### src/rtl/keypad_scanner.sv
// 4x3 matrix keypad scanner: walks an active-low row across the keypad, samples the
// synchronized columns once per row slot, and debounces press/release over whole scan frames.
module keypad_scanner #(
    parameter int SCAN_DIV        = 1000,
    parameter int DEBOUNCE_FRAMES = 8
) (
    input  logic       clk,
    input  logic       reset,
    input  logic [2:0] col_n,
    output logic [3:0] row_n,
    output logic [3:0] keypad,
    output logic       key_strobe,
    output logic       busy
);

    localparam int SW = $clog2(SCAN_DIV);
    localparam int CW = $clog2(DEBOUNCE_FRAMES + 1);
    localparam logic [SW-1:0] SLOT_LAST = SW'(SCAN_DIV - 1);
    localparam logic [CW-1:0] DF        = CW'(DEBOUNCE_FRAMES);

    typedef enum logic [1:0] {
        IDLE,
        DEBOUNCE,
        HELD
    } state_t;

    logic [2:0]    col_meta_q, col_sync_q;
    logic [SW-1:0] slot_q, slot_d;
    logic [1:0]    row_idx_q, row_idx_d;
    logic [3:0]    row_n_q, row_n_d;
    logic [1:0]    hits_q, hits_d;
    logic [3:0]    code_q, code_d;
    state_t        state_q, state_d;
    logic [3:0]    cand_q, cand_d;
    logic [CW-1:0] cnt_q, cnt_d;
    logic [CW-1:0] rel_q, rel_d;
    logic [3:0]    keypad_q, keypad_d;
    logic          strobe_q, strobe_d;

    logic          slot_last, frame_done;
    logic [2:0]    pressed;
    logic [1:0]    row_hits, hits_sum;
    logic [2:0]    hits_total;
    logic [3:0]    row_base, row_code, code_sum, frame_result;
    logic [CW-1:0] cnt_inc, rel_inc;

    // Columns are asynchronous to clk; nothing downstream sees col_n before two flops.
    always_ff @(posedge clk or posedge reset) begin
        if (reset) begin
            col_meta_q <= 3'b111;
            col_sync_q <= 3'b111;
        end else begin
            // NOTE: clocked state uses non-blocking assignments so every flop samples pre-edge values.
            col_meta_q <= col_n;
            col_sync_q <= col_meta_q;
        end
    end

    // NOTE: every combinational output gets a default first, so no path can infer a latch.
    always_comb begin
        slot_last  = (slot_q == SLOT_LAST);
        frame_done = slot_last && (row_idx_q == 2'd3);
        slot_d     = slot_last ? '0 : slot_q + SW'(1);
        row_idx_d  = slot_last ? row_idx_q + 2'd1 : row_idx_q;
        row_n_d    = ~(4'b0001 << row_idx_d);

        pressed  = ~col_sync_q;
        row_hits = {1'b0, pressed[0]} + {1'b0, pressed[1]} + {1'b0, pressed[2]};
        row_base = ({2'b00, row_idx_q} << 1) + {2'b00, row_idx_q} + 4'd1;
        if (pressed[0])      row_code = row_base;
        else if (pressed[1]) row_code = row_base + 4'd1;
        else                 row_code = row_base + 4'd2;

        // Hit count saturates at 2: any multi-key frame reads as no key.
        hits_total   = {1'b0, hits_q} + {1'b0, row_hits};
        hits_sum     = (hits_total >= 3'd2) ? 2'd2 : hits_total[1:0];
        code_sum     = (row_hits == 2'd1) ? row_code : code_q;
        frame_result = (hits_sum == 2'd1) ? code_sum : 4'd0;

        hits_d = hits_q;
        code_d = code_q;
        if (frame_done) begin
            hits_d = 2'd0;
            code_d = 4'd0;
        end else if (slot_last) begin
            hits_d = hits_sum;
            code_d = code_sum;
        end
    end

    always_ff @(posedge clk or posedge reset) begin
        if (reset) begin
            slot_q    <= '0;
            row_idx_q <= 2'd0;
            row_n_q   <= 4'b1110;
            hits_q    <= 2'd0;
            code_q    <= 4'd0;
        end else begin
            slot_q    <= slot_d;
            row_idx_q <= row_idx_d;
            row_n_q   <= row_n_d;
            hits_q    <= hits_d;
            code_q    <= code_d;
        end
    end

    always_comb begin
        state_d  = state_q;
        cand_d   = cand_q;
        cnt_d    = cnt_q;
        rel_d    = rel_q;
        keypad_d = keypad_q;
        strobe_d = 1'b0;
        cnt_inc  = cnt_q + CW'(1);
        rel_inc  = rel_q + CW'(1);

        if (frame_done) begin
            unique case (state_q)
                IDLE: begin
                    if (frame_result != 4'd0) begin
                        cand_d = frame_result;
                        if (DEBOUNCE_FRAMES == 1) begin
                            state_d  = HELD;
                            keypad_d = frame_result;
                            strobe_d = 1'b1;
                            cnt_d    = DF;
                            rel_d    = '0;
                        end else begin
                            state_d = DEBOUNCE;
                            cnt_d   = CW'(1);
                        end
                    end
                end
                DEBOUNCE: begin
                    if (frame_result == cand_q) begin
                        cnt_d = cnt_inc;
                        if (cnt_inc == DF) begin
                            state_d  = HELD;
                            keypad_d = cand_q;
                            strobe_d = 1'b1;
                            rel_d    = '0;
                        end
                    end else begin
                        state_d = IDLE;
                        cnt_d   = '0;
                        cand_d  = 4'd0;
                    end
                end
                HELD: begin
                    // Any result other than the held key, including a second key, counts toward release.
                    if (frame_result == cand_q) begin
                        rel_d = '0;
                    end else if (rel_inc == DF) begin
                        state_d  = IDLE;
                        keypad_d = 4'd0;
                        rel_d    = '0;
                        cnt_d    = '0;
                        cand_d   = 4'd0;
                    end else begin
                        rel_d = rel_inc;
                    end
                end
                default: state_d = IDLE;
            endcase
        end
    end

    always_ff @(posedge clk or posedge reset) begin
        if (reset) begin
            state_q  <= IDLE;
            cand_q   <= 4'd0;
            cnt_q    <= '0;
            rel_q    <= '0;
            keypad_q <= 4'd0;
            strobe_q <= 1'b0;
        end else begin
            state_q  <= state_d;
            cand_q   <= cand_d;
            cnt_q    <= cnt_d;
            rel_q    <= rel_d;
            keypad_q <= keypad_d;
            strobe_q <= strobe_d;
        end
    end

    assign row_n      = row_n_q;
    assign keypad     = keypad_q;
    assign key_strobe = strobe_q;
    assign busy       = (state_q != IDLE);

endmodule

### config.mk
export PLATFORM = sky130hd
export DESIGN_NAME = keypad_scanner
export DESIGN_NICKNAME = d
export VERILOG_FILES = /design/src/rtl/keypad_scanner.sv
export SDC_FILE = /design/constraint.sdc
export NUM_CORES = 1
export LEC_CHECK = 0
export CORE_MARGIN = 4
export CORE_UTILIZATION = 30
export DETAILED_ROUTE_END_ITERATION = 10
export PLACE_DENSITY_LB_ADDON = 0.08
export SYNTH_ARGS = -nofsm -noshare
export SYNTH_HDL_FRONTEND = slang
export SYNTH_SLANG_ARGS = --single-unit
export TNS_END_PERCENT = 1
### constraint.sdc
create_clock -name clk -period 5.3 [get_ports clk]
set_clock_uncertainty 0.15 [all_clocks]
set_input_delay 0.795 -clock clk [delete_from_list [all_inputs] [get_ports clk]]
set_output_delay 0.795 -clock clk [all_outputs]
set_load 0.02 [all_outputs]
==> results.txt <==
outcome = finished, final reports clean
clock latency on the worst-skew pair = 300 ps
# setup viols final = 0
post-DP HPWL = 3400 µm
syn_nets = 255
fin area = 0.00288 mm²
Crit-path slowest cell = dfstp_2
Avg Cell Area, Syn = 10.6 µm²
Die Area = 0.00992 mm²
slowest cell delay on critical path = 640 ps
Total Routing Usage GR = 10.6%
Crit path required time = 5340 ps
Synth Instances = 237
ANT nets after route = 0
dpl ws = 1280 ps
highest clock rate = 248 MHz
clock buffer depth = 2
Die Wd = 99.6 µm
post_cts resized = 0
slew margin rel. = 32.6%
vias per cell = 4.76
crit path time final = 4030 ps
number of synthesis warnings = 0
CTS Buf Count = 5
max-slew violations = 0
hold path start = col_meta_q[0]$_DFF_PP1_
Slew @ Worst Pin = 1010 ps
clk sinks = 47
Worst Hold Slack = 209 ps
critical path type = reg -> reg
GRT overflow = 0
register area share after synthesis = 47.2%
worst setup margin = 1270 ps
Worst R2R Start = col_sync_q[0]$_DFF_PP1_
pwr/cell area = 233 mW/mm²
Cell Chain, Critical Path = inv_1 > fa_1 > ha_1 > inv_1 > fa_1 > and3_1 > o221ai_1 > a32o_1 > o211a_4 > o21ai_4 > and2_4 > mux2_1
R2R Path End = cnt_q[0]$_DFFE_PP0P_
post-CTS setup buffer count = 0
row cnt = 33
Post-synth ARST share = 100%
CTS tree = done
crit path DAT = 4080 ps
worst r2r path cells = 12
Area growth syn-to-layout = 14.4%
Via Count = 1717
#FFs+latches synth = 47
Post-synth top flop = dfrtp_1
sink of the worst hold path = col_sync_q[0]$_DFF_PP1_
crit path launch type = flip-flop
Setup TNS Final = 0 ps
largest net degree at the start of global routing = 48
diode count = 0
R2R Setup Slk = 1270 ps
Worst setup EP type = flip-flop
Port Buffers = 14
htree depth = 2
Iteration-0 DRC Markers = 70
drc violations = 0
post-synth cell types = 54
drt first pass iters = 4
initial antenna violation count = 0
Mapped Area = 0.00252 mm²
clk slew on worst S/H paths = 100 ps
worst hold path depth = 0
share of layout cells above drive strength 1 = 12.5%
Post-CTS Hold Fix Bufs = 0
final WL = 4760 µm
fin cells = 361
LEAKAGE = 1.29 nW
GPL Wtd Cong = 0.731
Post-synth EDFFs = 0
period utilisation layout = 76.1%
core area = 0.00818 mm²
die height = 99.6 µm
average wire per standard cell = 13.2 µm
I/O Pins = 15
Post-Place Cell Area = 0.00277 mm²
final hold vios = 0
RSZ-0062 raised after global routing = false
first-pass GRT wire length = 8270 µm
root buffer cell = clkbuf_8
Initial Utilization = 30.8%
VDD IR max = 84.6 µV
fin nets = 273
Worst Hold Class = reg -> reg
number of global-route vias before repair = 1681
dpl cells = 353
CP max FO = 12
maxcap violations = 0
==> cell usage in the layout, fill, tap and decap left out, types with 2 or more instances in the layout <==
master and instances:
a32oi_1 2, a211oi_1 2, xor2_1 5, o22ai_1 3, a21oi_1 3, a21o_1 3, a31oi_1 3, nand2b_1 6
a32o_1 2, a22o_1 5, o31ai_1 2, xnor2_1 6, clkdlybuf4s50_1 14, nand3_1 13, fa_1 2, dfrtp_1 38
o211ai_1 4, nor3_1 5, o21ai_0 10, and3_1 6, clkbuf_8 5, inv_1 18, dfstp_2 9, mux2i_1 4
mux2_4 4, nor3b_1 3, nor2_1 14, nand2_1 17, ha_1 11, nand4_1 2, nor2b_1 6, and2_1 3
o21bai_1 2
==> registers in the layout, indices dropped and copies added, names as in the netlist <==
name	cells
row_idx_q	2
col_sync_q	3
rel_q	4
key_strobe	1
keypad	4
cand_q	4
row_n	4
cnt_q	4
state_q	2
slot_q	10
col_meta_q	3
code_q	4
hits_q	2
==> final cells by class <==
cell class	instances	area, µm²
Clock inverter	3	43.8
Inverter	19	71.3
Sequential cell	47	1190
Multi-Input combinational cell	168	1230
Tap cell	105	131
Fill cell	827	5300
Timing Repair Buffer	14	140
Clock buffer	5	68.8
==> power by group <==
part	internal, mW	total, mW	leakage (nW)	switching [mW]
sequential	0.363	0.365	0.611	0.00211
clock	0.141	0.267	0.0581	0.126
combinational	0.0135	0.0375	0.622	0.0239
==> synthesized netlist by cell type (4+ instances only) <==
master | instances | area, µm²
dfrtp_1 | 38 | 951
inv_1 | 19 | 71.3
nand2_1 | 17 | 63.8
nor2_1 | 14 | 52.6
nand3_1 | 13 | 65.1
ha_1 | 11 | 138
o21ai_0 | 10 | 50.1
dfstp_2 | 9 | 236
and3_1 | 6 | 37.5
nand2b_1 | 6 | 37.5
nor2b_1 | 6 | 37.5
xnor2_1 | 6 | 52.6
a22o_1 | 5 | 43.8
nor3_1 | 5 | 25.0
xor2_1 | 5 | 43.8
mux2_4 | 4 | 60.1
mux2i_1 | 4 | 40.0
o211ai_1 | 4 | 30.0
==> worst max-delay path, delay by kind of cell, from the launching register on <==
family	cells	cell delay [ps]
buffers and inverters	2	130
adders and majority gates	3	1240
and+or+nand+nor	2	470
muxes	1	320
DFF	1	640
AOI/OAI and AO/OA	4	960
==> metrics by stage <==
stage	power, mW	util [%]
detailed placement	0.410	33.8
CTS	0.686	35.2
global placement	0.410	33.8
floorplan	0.399	-
finish	0.669	35.2
global route	0.705	35.2
==> cells by family (layout without fill, tap and decap cells) <==
logic type / count (synthesis) / after routing / share of synthesized area [%]
AND/OR/NAND/NOR: 83 / 83 / 18.0
multiplexers: 9 / 9 / 4.43
buffers and inverters: 22 / 41 / 3.73
flip-flops: 47 / 47 / 47.2
AO/OA/AOI/OAI: 52 / 52 / 15.8
XOR/XNOR: 11 / 11 / 3.83
adder cells (fa/ha/maj): 13 / 13 / 7.06
==> how the worst max path moves through the flow <==
stage,endpoint,startpoint,cells after the start
6_report,cnt_q[0]$_DFFE_PP0P_,col_sync_q[0]$_DFF_PP1_,12
5_1_grt,cnt_q[0]$_DFFE_PP0P_,col_sync_q[0]$_DFF_PP1_,12
4_1_cts,cnt_q[0]$_DFFE_PP0P_,col_sync_q[0]$_DFF_PP1_,12
3_5_place_dp,cnt_q[0]$_DFFE_PP0P_,col_sync_q[0]$_DFF_PP1_,12
3_3_place_gp,cnt_q[0]$_DFFE_PP0P_,col_sync_q[0]$_DFF_PP1_,12
2_1_floorplan,cnt_q[0]$_DFFE_PP0P_,col_sync_q[0]$_DFF_PP1_,13
==> metal layers <==
layer	vias up	share of wire [%]	track usage, %
met5	-	0	0
met4	0	1.7	4.73
met3	4	4.0	2.38
met2	31	44	15.9
met1	809	51	14.6
li1	873	-	-
Power figures use the tool's default switching activity.
